$ cat src/rtl/icetap_rec_ctrl_if.sv
// Command inputs, capture-RAM write port and run status of the trace recorder.
interface icetap_rec_ctrl_if #(
    parameter int unsigned ADDR_BITS = 9
);
    logic                 cmd_start;
    logic                 cmd_abort;
    logic                 trigger;
    logic                 store_en;
    logic [ADDR_BITS-1:0] post_len;
    logic                 ram_wr;
    logic [ADDR_BITS-1:0] ram_waddr;
    logic [1:0]           state;
    logic                 idle;
    logic                 trigger_seen;
    logic [ADDR_BITS-1:0] start_addr;
    logic [ADDR_BITS-1:0] trigger_addr;
    logic [ADDR_BITS-1:0] stop_addr;

    // Command / sample-qualifier source side
    modport master (
        output cmd_start, cmd_abort, trigger, store_en, post_len,
        input  ram_wr, ram_waddr, state, idle, trigger_seen,
        input  start_addr, trigger_addr, stop_addr
    );

    // Recorder control side
    modport slave (
        input  cmd_start, cmd_abort, trigger, store_en, post_len,
        output ram_wr, ram_waddr, state, idle, trigger_seen,
        output start_addr, trigger_addr, stop_addr
    );
endinterface

$ cat src/rtl/icetap_rec_ctrl.sv
// Trace recorder control: circular pre-trigger capture, counted post-trigger
// capture, abort, and end-of-run window reporting for the capture RAM.
module icetap_rec_ctrl #(
    parameter int unsigned RECORD_DEPTH = 512,
    parameter int unsigned ADDR_BITS    = $clog2(RECORD_DEPTH)
) (
    input  logic              clk,
    input  logic              reset_,
    icetap_rec_ctrl_if.slave  bus
);

    // Write count needs one extra bit so it can hold RECORD_DEPTH itself.
    localparam int unsigned CNT_BITS = ADDR_BITS + 1;
    localparam logic [CNT_BITS-1:0] DEPTH_C = CNT_BITS'(RECORD_DEPTH);

    typedef enum logic [1:0] {
        S_IDLE = 2'd0,
        S_PRE  = 2'd1,
        S_POST = 2'd2
    } state_t;

    state_t               state_q;
    logic [ADDR_BITS-1:0] waddr_q;
    logic [CNT_BITS-1:0]  wcnt_q;
    logic [ADDR_BITS-1:0] post_len_q;
    logic [ADDR_BITS-1:0] post_cnt_q;
    logic [ADDR_BITS-1:0] start_q;
    logic [ADDR_BITS-1:0] trig_q;
    logic [ADDR_BITS-1:0] stop_q;
    logic                 seen_q;

    logic                 wr;
    logic                 run_end;
    logic [CNT_BITS-1:0]  wcnt_nxt;
    logic [ADDR_BITS-1:0] last_addr;
    logic [ADDR_BITS-1:0] stop_nxt;
    logic [ADDR_BITS-1:0] start_nxt;

    // Write enable and end-of-run detection for the current sample
    always_comb begin
        wr      = 1'b0;
        run_end = 1'b0;
        case (state_q)
            S_PRE: begin
                wr      = ~bus.cmd_abort & (bus.store_en | bus.trigger);
                run_end = bus.cmd_abort |
                          (bus.trigger & (post_len_q == '0));
            end
            S_POST: begin
                wr      = ~bus.cmd_abort & bus.store_en;
                run_end = bus.cmd_abort |
                          (bus.store_en & (post_cnt_q == ADDR_BITS'(1)));
            end
            default: begin
                wr      = 1'b0;
                run_end = 1'b0;
            end
        endcase
    end

    // Window bounds as they will stand once the current sample is accounted for
    always_comb begin
        wcnt_nxt  = (wr && (wcnt_q != DEPTH_C)) ? wcnt_q + CNT_BITS'(1) : wcnt_q;
        last_addr = wr ? waddr_q : waddr_q - ADDR_BITS'(1);
        stop_nxt  = (wcnt_nxt == '0) ? '0 : last_addr;
        start_nxt = (wcnt_nxt == DEPTH_C) ? last_addr + ADDR_BITS'(1) : '0;
    end

    // Recording FSM, address/count tracking and status capture
    always_ff @(posedge clk or negedge reset_) begin
        if (!reset_) begin
            state_q    <= S_IDLE;
            waddr_q    <= '0;
            wcnt_q     <= '0;
            post_len_q <= '0;
            post_cnt_q <= '0;
            start_q    <= '0;
            trig_q     <= '0;
            stop_q     <= '0;
            seen_q     <= 1'b0;
        end else begin
            case (state_q)
                S_IDLE: begin
                    if (bus.cmd_start && !bus.cmd_abort) begin
                        post_len_q <= bus.post_len;
                        waddr_q    <= '0;
                        wcnt_q     <= '0;
                        seen_q     <= 1'b0;
                        state_q    <= S_PRE;
                    end
                end
                S_PRE: begin
                    if (wr) begin
                        waddr_q <= waddr_q + ADDR_BITS'(1);
                        wcnt_q  <= wcnt_nxt;
                    end
                    if (bus.trigger && !bus.cmd_abort) begin
                        trig_q     <= waddr_q;
                        seen_q     <= 1'b1;
                        post_cnt_q <= post_len_q;
                        state_q    <= S_POST;
                    end
                end
                S_POST: begin
                    if (wr) begin
                        waddr_q    <= waddr_q + ADDR_BITS'(1);
                        wcnt_q     <= wcnt_nxt;
                        post_cnt_q <= post_cnt_q - ADDR_BITS'(1);
                    end
                end
                default: state_q <= S_IDLE;
            endcase

            // Run ends: publish window; an abort before trigger parks trigger_addr on stop
            if (run_end) begin
                state_q <= S_IDLE;
                stop_q  <= stop_nxt;
                start_q <= start_nxt;
                if (bus.cmd_abort && !seen_q) begin
                    trig_q <= stop_nxt;
                end
            end
        end
    end

    assign bus.ram_wr       = wr;
    assign bus.ram_waddr    = waddr_q;
    assign bus.state        = state_q;
    assign bus.idle         = (state_q == S_IDLE);
    assign bus.trigger_seen = seen_q;
    assign bus.start_addr   = start_q;
    assign bus.trigger_addr = trig_q;
    assign bus.stop_addr    = stop_q;

endmodule

$ cat src/flat_wrapper.sv
// flat-port wrapper written by rule: the top's interface ports become plain ports
module icetap_rec_ctrl_flat 
#(
    parameter int unsigned RECORD_DEPTH = 512,
    parameter int unsigned ADDR_BITS    = $clog2(RECORD_DEPTH)
)
  (clk, reset_, bus_cmd_start, bus_cmd_abort, bus_trigger, bus_store_en, bus_post_len, bus_ram_wr, bus_ram_waddr, bus_state, bus_idle, bus_trigger_seen, bus_start_addr, bus_trigger_addr, bus_stop_addr);
  icetap_rec_ctrl_if #(.ADDR_BITS(ADDR_BITS)) bus_i ();
  input  logic clk;
  input  logic reset_;
  input wire logic [$bits(bus_i.cmd_start)-1:0] bus_cmd_start;
  input wire logic [$bits(bus_i.cmd_abort)-1:0] bus_cmd_abort;
  input wire logic [$bits(bus_i.trigger)-1:0] bus_trigger;
  input wire logic [$bits(bus_i.store_en)-1:0] bus_store_en;
  input wire logic [$bits(bus_i.post_len)-1:0] bus_post_len;
  output wire logic [$bits(bus_i.ram_wr)-1:0] bus_ram_wr;
  output wire logic [$bits(bus_i.ram_waddr)-1:0] bus_ram_waddr;
  output wire logic [$bits(bus_i.state)-1:0] bus_state;
  output wire logic [$bits(bus_i.idle)-1:0] bus_idle;
  output wire logic [$bits(bus_i.trigger_seen)-1:0] bus_trigger_seen;
  output wire logic [$bits(bus_i.start_addr)-1:0] bus_start_addr;
  output wire logic [$bits(bus_i.trigger_addr)-1:0] bus_trigger_addr;
  output wire logic [$bits(bus_i.stop_addr)-1:0] bus_stop_addr;
  assign bus_i.cmd_start = bus_cmd_start;
  assign bus_i.cmd_abort = bus_cmd_abort;
  assign bus_i.trigger = bus_trigger;
  assign bus_i.store_en = bus_store_en;
  assign bus_i.post_len = bus_post_len;
  assign bus_ram_wr = bus_i.ram_wr;
  assign bus_ram_waddr = bus_i.ram_waddr;
  assign bus_state = bus_i.state;
  assign bus_idle = bus_i.idle;
  assign bus_trigger_seen = bus_i.trigger_seen;
  assign bus_start_addr = bus_i.start_addr;
  assign bus_trigger_addr = bus_i.trigger_addr;
  assign bus_stop_addr = bus_i.stop_addr;
  icetap_rec_ctrl #(.RECORD_DEPTH(RECORD_DEPTH), .ADDR_BITS(ADDR_BITS)) u_core (.clk(clk), .reset_(reset_), .bus(bus_i));
endmodule
$ cat config.mk
export PLATFORM = sky130hd
export DESIGN_NAME = icetap_rec_ctrl_flat
export DESIGN_NICKNAME = d
export VERILOG_FILES = /design/src/rtl/icetap_rec_ctrl_if.sv /design/src/rtl/icetap_rec_ctrl.sv /design/src/flat_wrapper.sv
export SDC_FILE = /design/constraint.sdc
export NUM_CORES = 1
export LEC_CHECK = 0
export BUFFER_PORTS_ARGS = -buffer_cell sky130_fd_sc_hd__buf_2
export CAP_MARGIN = 20
export CORE_UTILIZATION = 50
export CTS_CLUSTER_DIAMETER = 150
export DETAILED_ROUTE_END_ITERATION = 16
export PLACE_DENSITY = 0.71
export RECOVER_POWER = 50
export REMOVE_ABC_BUFFERS = 1
export SKIP_LAST_GASP = 1
export SLEW_MARGIN = 20
export SYNTH_ARGS = -nofsm -noshare
export SYNTH_HDL_FRONTEND = slang
export SYNTH_SLANG_ARGS = --single-unit
export TNS_END_PERCENT = 50
$ cat constraint.sdc
create_clock -name clk -period 4.83 [get_ports clk]
set_clock_uncertainty 0.15 [all_clocks]
set_input_delay 1.2075 -clock clk [delete_from_list [all_inputs] [get_ports clk]]
set_output_delay 1.2075 -clock clk [all_outputs]
set_load 0.005 [all_outputs]
==> results of run 1 <==
[registers in the layout (all words and copies together) (netlist names)]
| signal | count |
|---|---|
| u_core.post_cnt_q | 9 |
| u_core.post_len_q | 9 |
| u_core.bus.state | 2 |
| u_core.bus.trigger_addr | 9 |
| u_core.bus.ram_waddr | 9 |
| u_core.wcnt_q | 10 |
| u_core.bus.stop_addr | 9 |
| u_core.bus.start_addr | 9 |
| u_core.bus.trigger_seen | 1 |
[routing by layer]
metal	global-route usage, %	vias to the layer above	part of all wire [%]	routed length (microns)
met1	31.92	1686	47	4381
met3	3.769	21	3.4	321
li1	-	1686	-	-
met2	39.85	87	47	4336
met5	0	-	0	0
met4	13.10	0	2.9	268
[synth_stat cells (all sizes together) (2+ instances only)]
library cell,number,share of area (%)
a211oi,4,0.75
a21o,2,0.38
a21oi,30,3.8
a221o,2,0.50
a22o,3,0.66
a22oi,3,0.56
a31oi,5,0.78
and2,4,0.63
and2b,2,0.47
and3,3,0.47
buf,6,0.88
clkbuf,20,1.9
dfrtp,67,42
ha,12,3.8
inv,17,1.6
mux2,10,2.8
mux2i,3,0.75
nand2,55,5.2
nand2b,7,1.1
nand3,18,2.3
nand3b,2,0.38
nand4,5,0.78
nor2,26,2.4
nor3,13,1.9
nor3b,5,0.94
nor4,6,1.1
nor4b,3,1.0
o21ai,36,4.8
o22ai,9,1.4
o31ai,18,3.4
or2,4,0.63
or3,5,0.78
or4,3,0.56
xnor2,12,2.6
xor2,12,2.6
[cells by family (layout without fill, tap and decap cells)]
family,after synthesis,after routing,synth area share [%]
AOI/OAI and AO/OA,119,119,19.72
muxes,13,13,3.568
xor gates and xnor gates,24,24,5.258
and+or+nand+nor,165,165,21.41
DFF,67,67,41.94
adders and majority gates,12,12,3.756
buffers and inverters,43,93,4.350
[cell usage in the layout, fill, tap and decap left out, types with 7 or more instances in the layout]
master,synthesis,layout
nand3_1,18,18
ha_1,12,12
o31ai_1,18,17
nand2b_1,7,7
a21oi_1,30,30
o22ai_1,9,9
clkbuf_8,0,10
buf_2,1,48
dfrtp_1,67,67
clkbuf_1,20,9
xnor2_1,12,12
inv_1,15,15
nor2_1,26,26
nand2_1,55,55
xor2_1,12,12
nor3_1,12,12
mux2_2,10,10
o21ai_0,31,31
[per-stage QoR]
stage	worst slack, ps	instances	utilization, %
floorplan	621.2	417	-
global placement	1342	579	56.19
detailed placement	1313	579	56.19
CTS	1311	595	58.52
global route	1055	595	58.31
finish	1145	595	58.31
[power by group through the flow]
stage               combinational [mW]  sequential [mW]  clock (mW)
floorplan                         1.00            0.837           0
global placement                  1.34            0.864           0
detailed placement                1.37            0.868           0
CTS                               1.37            0.859       0.442
global route                      1.53            0.888       0.463
finish                            1.36            0.864       0.430
[final cells by class]
| type | instances | share of cell area [%] |
|---|---|---|
| multi-input combinational | 333 | 47.96 |
| clock buffer | 11 | 3.138 |
| clock inverter | 5 | 0.8609 |
| tap | 102 | 2.833 |
| inverter | 17 | 1.416 |
| timing repair buffer | 60 | 6.581 |
| sequential | 67 | 37.21 |
[worst register-to-register path, stage by stage, from the launching register on]
cell and delay, ps:
dfrtp_1 440, inv_1 120, ha_1 420, and2b_2 280
o21ai_4 140, inv_2 180, xnor2_1 270, ha_1 250
o311ai_2 170, a2111oi_4 240, xor2_1 110, o31ai_1 220
[worst max-delay path by stage]
| stage | start | end | slack [ps] | cells after the start |
|---|---|---|---|---|
| after floorplan | bus_trigger | u_core.bus.stop_addr[0] | 620 | 7 |
| after global placement | bus_cmd_abort | bus_ram_wr | 1340 | 5 |
| after detailed placement | bus_cmd_abort | bus_ram_wr | 1310 | 5 |
| after CTS | bus_cmd_abort | bus_ram_wr | 1310 | 5 |
| after global routing | bus_cmd_abort | bus_ram_wr | 1050 | 5 |
| final | bus_cmd_abort | bus_ram_wr | 1140 | 5 |
==> impl_metrics.py, run 1 <==
metrics = {
    "global_routing": {
        "grt_pass1_vias": 3412,
        "grt_pass1_wl_mm": 16.28,
        "grt.overflow.total": 0,
        "grtUsageTotal_pct": 24.70,
        "grt_max_degree": 38,
        "antenna_found_initial": 0,
    },
    "floorplanning": {
        "core_area_sq_um": 7727,
        "dieArea_sq_um": 8357,
        "die_h_microns": 91.42,
        "initial_core_util_pct": 51.73,
        "die-width_microns": 91.42,
        "rows": 32,
        "boundaryPins": 56,
    },
    "worst_hold_path": {
        "min-delay-start": "u_core.bus.stop_addr[5]",
        "hold_depth": 2,
        "hp-class": "flop to flop",
        "whs_endpoint": "u_core.bus.stop_addr[5]",
    },
    "setup_path": {
        "r2r_end": "u_core.bus.start_addr[8]",
        "slowest_delay_ps": 320,
        "cp.required_ps": 3470,
        "r2r-start": "u_core.bus.state[0]",
        "reg2reg_slack_ps": 1760,
        "cp_cell_sequence": "clkbuf_1 > and2b_2 > o21ai_4 > inv_2 > buf_2",
        "cp-end-kind": "output port",
        "crit_slowest_cell": "clkbuf_1",
        "cp_top_family": "buffers and inverters",
        "start_kind": "input port",
        "crit_type": "input port to output port",
        "reg2regPathDepth": 11,
        "path_buf_inv": 3,
        "arrival_ps": 2330,
        "cp_max_fo": 11,
    },
    "drt": {
        "vias": 3480,
        "antenna_left": 0,
        "routed_via_density": 5.849,
        "drc_errors": 0,
        "drtIter0Drc": 170,
        "first_pass_iters": 4,
        "routedWlPerCell_microns": 15.64,
        "drt-total-wl_mm": 9.308,
    },
    "yosys": {
        "syn-cell-area_sq_um": 3998,
        "ys_ff_latch": 67,
        "synth_edf_count": 0,
        "synth_warnings": 0,
        "ys_types": 56,
        "seq_area_frac_synth_pct": 41.94,
        "avgSynthCellArea_sq_um": 9.024,
        "syn-instance-count": 443,
        "synth_ff_type": "dfrtp_1",
        "async_flop_share_pct": 100.0,
    },
    "run": {
        "maxCapViolations": 1,
    },
    "power_and_ir_drop": {
        "p_sw_share_pct": 45.05,
        "p_comb_share_pct": 51.3,
        "p_clk_share_pct": 16.2,
        "internal_power_mw": 1.460,
        "power_mw": 2.657,
        "p_per_area_nw_per_um2": 589.7,
        "seq_power_share_pct": 32.5,
        "power_leakage_nw": 1.998,
        "switchingPower_mw": 1.197,
        "ir_worst_vdd_v": 0.0002728,
    },
    "sta": {
        "tns_ps": 0,
        "slew_headroom_pct": -30.58,
        "fmax_mhz": 271.3,
        "hold_viol": 0,
        "holdWs_ps": 326.6,
        "min_period_over_period_pct": 76.30,
        "setup_viol": 0,
        "drv_slew": 38,
        "rsz0062_at_grt": "false",
        "max_slew.worst_pin.slew_ps": 1959,
        "min_period_ps": 3685,
    },
    "clocking": {
        "clock_latency_ps": 350,
        "numCtsBuffers": 9,
        "cts_tree": "built",
        "post_cts_buffers": 0,
        "postCtsResizedCells": 0,
        "cts_root_buffer": "clkbuf_8",
        "cts_sinks": 67,
        "htree_levels": 3,
        "path_clk_slew_ps": 80,
        "cts_buffer_depth": 2,
        "hold_buffers": 0,
    },
    "run_status": {
        "status": "finished, violations left",
        "violations": "max-capacitance violations, max-slew violations",
    },
    "final_layout": {
        "drive_gt1_share_pct": 18.66,
        "syn_to_final_growth_pct": 12.71,
        "multi_input_area_sq_um": 2161,
        "ff_latch_area_sq_um": 1677,
        "nets": 515,
        "nFillCells": 714,
        "diodes": 0,
        "stdcell_area_sq_um": 4506,
    },
    "placement": {
        "place_area_sq_um": 4342,
        "io_buffers": 55,
        "gp_congestion": 0.8631,
        "hpwl_mm": 6.623,
    },
}
No activity file was read; power rests on OpenSTA's default activity.
==> run 2, diff against run 1 <==
==> constraint.sdc (replaced) <==
create_clock -name clk -period 3.4 [get_ports clk]
set_clock_uncertainty 0.15 [all_clocks]
set_input_delay 0.85 -clock clk [delete_from_list [all_inputs] [get_ports clk]]
set_output_delay 0.85 -clock clk [all_outputs]
set_load 0.005 [all_outputs]
==> run 2 against run 1 <==
  * The flow still finishes with violations (max-capacitance violations, max-slew violations)
  * Critical endpoint unchanged
  * Total power increased by 53%
  * Cell area increased by 2.4%
  * Count of clock-buffer cells in the layout decreased by 1
  * Routed wire length increased by 2.8%
  * Combinational power increased by 49%
  * Non-clock buffer count increased by 5
  * Critical path depth increased by 1
  * Global-route usage increased by 0.46 points
  * Core utilization increased by 1.4 points
  * Die area unchanged
  * Final cell count increased by 0.84%
  * Sequential share of layout area decreased by 0.89 points
==> impl_metrics.py, run 2 (synthesis results as in run 1) <==
metrics = {
    "floorplanning": {
        "initial_core_util_pct": 51.73,
        "die_h_microns": 91.42,
        "die-width_microns": 91.42,
        "boundaryPins": 56,
        "core_area_sq_um": 7727,
        "dieArea_sq_um": 8357,
        "rows": 32,
    },
    "power_and_ir_drop": {
        "power_leakage_nw": 2.059,
        "ir_worst_vdd_v": 0.0004035,
        "p_per_area_nw_per_um2": 880.1,
        "power_mw": 4.062,
    },
    "clocking": {
        "cts_buffer_depth": 2,
        "htree_levels": 3,
        "hold_buffers": 0,
        "path_clk_slew_ps": 70,
        "numCtsBuffers": 9,
        "cts_root_buffer": "clkbuf_8",
        "post_cts_buffers": 0,
        "postCtsResizedCells": 0,
        "cts_sinks": 67,
        "clock_latency_ps": 350,
        "cts_tree": "built",
    },
    "final_layout": {
        "diodes": 0,
        "stdcell_area_sq_um": 4616,
        "mostFrequentLayoutCells": "dfrtp_1, nand2_1, buf_2",
        "largest_reg_flops": 10,
        "nets": 520,
        "regMostFlops": "u_core.wcnt_q",
        "ff_latch_area_sq_um": 1677,
        "drive_gt1_share_pct": 19.88,
        "nFillCells": 684,
        "syn_to_final_growth_pct": 15.46,
        "final_common_cell": "dfrtp_1",
        "multi_input_area_sq_um": 2161,
    },
    "global_routing": {
        "antenna_found_initial": 0,
        "grt_max_degree": 40,
        "grt_pass1_wl_mm": 16.67,
        "grt_pass1_vias": 3467,
        "grt.overflow.total": 0,
        "grtUsageTotal_pct": 25.16,
    },
    "placement": {
        "place_ws_ps": 287.7,
        "gp_congestion": 0.8668,
        "place_area_sq_um": 4392,
        "hpwl_mm": 6.815,
        "io_buffers": 55,
    },
    "sta": {
        "min_period_over_period_pct": 90.33,
        "rsz0062_at_grt": "false",
        "drv_slew": 30,
        "hold_viol": 0,
        "min_period_ps": 3071,
        "fin_ws_ps": 328.8,
        "max_slew.worst_pin.slew_ps": 1596,
        "holdWs_ps": 326.5,
        "slew_headroom_pct": -6.379,
        "fmax_mhz": 325.6,
        "setup_viol": 0,
    },
    "run_status": {
        "status": "finished, violations left",
        "violations": "max-capacitance violations, max-slew violations",
    },
    "drt": {
        "routed_via_density": 5.863,
        "drt-total-wl_mm": 9.571,
        "drc_errors": 0,
        "vias": 3518,
        "antenna_left": 0,
        "routedWlPerCell_microns": 15.95,
        "first_pass_iters": 4,
        "drtIter0Drc": 163,
    },
    "run": {
        "maxCapViolations": 1,
    },
    "setup_path": {
        "arrival_ps": 2070,
        "start_kind": "flop",
        "cp.required_ps": 2400,
        "cp-end-kind": "output port",
        "crit_type": "flop to output port",
        "cp_max_fo": 11,
    },
    "worst_hold_path": {
        "hp-class": "flop to flop",
    },
}
run 2: cell type report:
| class | instances | area share (%) |
|---|---|---|
| repair buffers | 65 | 7.319 |
| well taps | 102 | 2.765 |
| multi-input cells | 333 | 46.81 |
| clock buffers | 10 | 2.982 |
| inverters | 17 | 1.382 |
| clock inverters | 6 | 2.413 |
| flip-flops and latches | 67 | 36.32 |
run 2: critical path: stages, from the launching register on:
cell and delay, ps:
dfrtp_1 460, inv_1 100, ha_1 430, and2b_2 250, o21ai_4 120, inv_2 190
buf_2 170
run 2: metrics by stage:
| stage | std cells | utilization, % | TNS, ps |
|---|---|---|---|
| finish | 600 | 59.73 | 0 |
| global route | 600 | 59.73 | 0 |
| detailed placement | 584 | 56.83 | 0 |
| floorplan | 417 | - | -6082 |
| CTS | 600 | 60.06 | 0 |
| global placement | 584 | 56.83 | 0 |
run 2: report_power, final:
group / leakage [nW] / total, mW / switching, mW / internal, mW
registers: 0.881 / 1.20 / 0.188 / 1.01
clock network: 0.123 / 0.836 / 0.328 / 0.508
logic: 1.05 / 2.03 / 1.22 / 0.810
total: 2.06 / 4.06 / 1.73 / 2.33
run 2: worst paths after layout:
kind	cells past startpoint	from	slack, ps	to
worst min-delay path	2	u_core.bus.stop_addr[6]	330	u_core.bus.stop_addr[6]
max in group asynchronous	2	reset_	650	u_core.post_cnt_q[3]
worst min register to register	2	u_core.bus.stop_addr[6]	330	u_core.bus.stop_addr[6]
min in group asynchronous	1	reset_	730	u_core.bus.start_addr[5]
worst max-delay path	6	u_core.bus.state[1]	330	bus_ram_wr
worst max register to register	11	u_core.bus.state[1]	340	u_core.bus.start_addr[8]
run 2: routing by layer:
| metal | routed length [microns] | up-vias | global-route usage, % |
|---|---|---|---|
| met1 | 4122 | 1677 | 32.85 |
| met5 | 0 | - | 0 |
| li1 | - | 1685 | - |
| met2 | 4639 | 139 | 40.85 |
| met4 | 204 | 0 | 10.19 |
| met3 | 605 | 17 | 5.025 |
==> run 3, diff against run 2 <==
--- a/config.mk
+++ b/config.mk
@@ -7,10 +7,13 @@
 export LEC_CHECK = 0
 export BUFFER_PORTS_ARGS = -buffer_cell sky130_fd_sc_hd__buf_2
 export CAP_MARGIN = 20
-export CORE_UTILIZATION = 50
+export CELL_PAD_IN_SITES_DETAIL_PLACEMENT = 1
+export CELL_PAD_IN_SITES_GLOBAL_PLACEMENT = 1
+export CORE_UTILIZATION = 45
+export CTS_BUF_LIST = sky130_fd_sc_hd__clkbuf_4 sky130_fd_sc_hd__clkbuf_8
 export CTS_CLUSTER_DIAMETER = 150
 export DETAILED_ROUTE_END_ITERATION = 16
-export PLACE_DENSITY = 0.71
+export PLACE_DENSITY_LB_ADDON = 0.1
 export RECOVER_POWER = 50
 export REMOVE_ABC_BUFFERS = 1
 export SKIP_LAST_GASP = 1
==> run 3 against run 2 <==
  * The flow still finishes with violations (max-capacitance violations, max-slew violations)
  * Register-to-register slack lost 40 ps
  * Non-clock buffer count grew 1
  * Hold slack gained 5.3 ps
  * Largest power group unchanged
  * Count of clock-buffer cells in the layout shrank 1
  * Core utilization shrank 7.0 points
  * Die area grew 11%
  * Highest routed layer unchanged
  * Routed wire length grew 12%
  * Clock power shrank 17%
  * Final cell count grew 1.2%
  * Sequential power is essentially flat
==> impl_metrics.py, run 3 (synthesis results as in run 1) <==
metrics = {
    "final_layout": {
        "syn_to_final_growth_pct": 14.40,
        "largest_reg_flops": 10,
        "regMostFlops": "u_core.wcnt_q",
        "diodes": 0,
        "post-route-util_pct": 52.70,
        "final_common_cell": "dfrtp_1",
        "nets": 521,
        "mostFrequentLayoutCells": "dfrtp_1, nand2_1, buf_2",
        "ff_latch_area_sq_um": 1677,
        "drive_gt1_share_pct": 17.84,
        "multi_input_area_sq_um": 2168,
        "nFillCells": 1054,
    },
    "sta": {
        "hold_viol": 0,
        "fin_ws_ps": 217.3,
        "drv_slew": 29,
        "tns_ps": 0,
        "rsz0062_at_grt": "false",
        "max_slew.worst_pin.slew_ps": 1596,
        "min_period_ps": 3183,
        "slew_headroom_pct": -6.410,
        "min_period_over_period_pct": 93.61,
        "setup_viol": 0,
        "fmax_mhz": 314.2,
    },
    "placement": {
        "gp_congestion": 0.8103,
        "place_ws_ps": 206.1,
        "hpwl_mm": 7.937,
        "io_buffers": 55,
    },
    "setup_path": {
        "cp_max_fo": 11,
        "start_kind": "flop",
        "cp.required_ps": 2400,
        "cp-end-kind": "output port",
        "crit_slowest_cell": "dfrtp_1",
        "crit_type": "flop to output port",
        "slowest_delay_ps": 490,
        "cp_cell_sequence": "inv_1 > ha_1 > and2b_2 > o21ai_4 > inv_2 > buf_2",
        "arrival_ps": 2180,
    },
    "floorplanning": {
        "boundaryPins": 56,
        "dieArea_sq_um": 9264,
        "die_h_microns": 96.25,
        "core_area_sq_um": 8678,
        "initial_core_util_pct": 46.06,
        "die-width_microns": 96.25,
        "rows": 34,
    },
    "worst_hold_path": {
        "hp-class": "flop to flop",
    },
    "drt": {
        "drtIter0Drc": 92,
        "first_pass_iters": 6,
        "drc_errors": 0,
        "routedWlPerCell_microns": 17.67,
        "antenna_left": 0,
        "vias": 3492,
        "drt-total-wl_mm": 10.73,
        "routed_via_density": 5.753,
    },
    "clocking": {
        "clock_latency_ps": 360,
        "htree_levels": 3,
        "cts_sinks": 67,
        "path_clk_slew_ps": 90,
        "numCtsBuffers": 9,
        "hold_buffers": 0,
        "cts_tree": "built",
        "cts_buffer_depth": 2,
        "cts_root_buffer": "clkbuf_8",
    },
    "power_and_ir_drop": {
        "power_leakage_nw": 1.998,
        "internal_power_mw": 2.173,
        "switchingPower_mw": 1.813,
        "p_clk_share_pct": 17.4,
        "seq_power_share_pct": 30.4,
        "p_sw_share_pct": 45.49,
        "ir_worst_vdd_v": 0.0003682,
        "p_comb_share_pct": 52.3,
        "p_per_area_nw_per_um2": 871.7,
    },
    "global_routing": {
        "grt_pass1_wl_mm": 17.51,
        "grt_max_degree": 41,
        "grt_use_met2_pct": 43.56,
        "top_usage_layer": "met2",
        "antenna_found_initial": 0,
        "grtUsageTotal_pct": 24.85,
        "grt.overflow.total": 0,
        "grt_pass1_vias": 3509,
        "grtUsageMet1_pct": 30.91,
        "gr-usage-met3_pct": 4.028,
    },
    "run": {
        "maxCapViolations": 1,
    },
    "run_status": {
        "violations": "max-capacitance violations, max-slew violations",
        "status": "finished, violations left",
    },
}
## run 3: cell count changes in the layout (fill, tap and decap cells not counted), moves of 2 or more
cell       previous run  this run
buf_2                47        35
clkbuf_1              8        19
bufinv_16             3         1
clkinv_4              0         2
## run 3: worst paths after layout
| kind | startpoint | slack (ps) | endpoint | cells after the start |
|---|---|---|---|---|
| setup / recovery | u_core.bus.state[1] | 220 | bus_ram_wr | 6 |
| hold / removal | u_core.bus.start_addr[5] | 330 | u_core.bus.start_addr[5] | 2 |
| setup reg to reg | u_core.bus.state[1] | 300 | u_core.bus.start_addr[8] | 11 |
| hold reg to reg | u_core.bus.start_addr[5] | 330 | u_core.bus.start_addr[5] | 2 |
| max in group asynchronous | reset_ | 630 | u_core.bus.state[0] | 2 |
| min in group asynchronous | reset_ | 730 | u_core.bus.ram_waddr[5] | 1 |
## run 3: critical path: cells and delay by family (launching register included)
kind | cells | cell delay (ps)
adders and majority gates | 1 | 460
AOI/OAI and AO/OA | 1 | 120
buffers and inverters | 3 | 480
DFF | 1 | 490
and+or+nand+nor | 1 | 260
## run 3: power by group through the flow
stage / logic (mW) / registers, mW / clock network, mW
2_1_floorplan: 1.42 / 1.19 / 0
3_3_place_gp: 2.03 / 1.21 / 0
3_5_place_dp: 2.10 / 1.22 / 0
4_1_cts: 2.10 / 1.21 / 0.709
5_1_grt: 2.32 / 1.25 / 0.737
6_report: 2.08 / 1.21 / 0.692
## run 3: metrics by stage
step / cells / total power, mW / area [sq um] / hold slack [ps]
after floorplan: 417 / 2.609 / 3887 / 322.6
after global placement: 591 / 3.235 / 4407 / 310.5
after detailed placement: 591 / 3.319 / 4407 / 316.4
after CTS: 607 / 4.023 / 4606 / 335.4
after global routing: 607 / 4.301 / 4573 / 366.3
final: 607 / 3.986 / 4573 / 331.8
## run 3: cell type report
cell class,count,share of cell area (%)
multi-input cells,333,47.41
flip-flops and latches,67,36.66
clock buffers,9,2.709
well taps,108,2.955
repair buffers,66,7.223
inverters,17,1.395
clock inverters,7,1.642
## run 3: per-layer routing
| layer | vias to the layer above | share of wire, % |
|---|---|---|
| li1 | 1678 | - |
| met1 | 1746 | 45 |
| met2 | 57 | 51 |
| met3 | 11 | 3.0 |
| met4 | 0 | 1.2 |
| met5 | - | 0 |
## run 3: repair_timing
| item | 4_1_cts | 5_1_grt |
|---|---|---|
| resized for setup | 0 | 1 |
| endpoints found under the setup margin | 0 | 2 |
| buffers inserted | 0 | 0 |
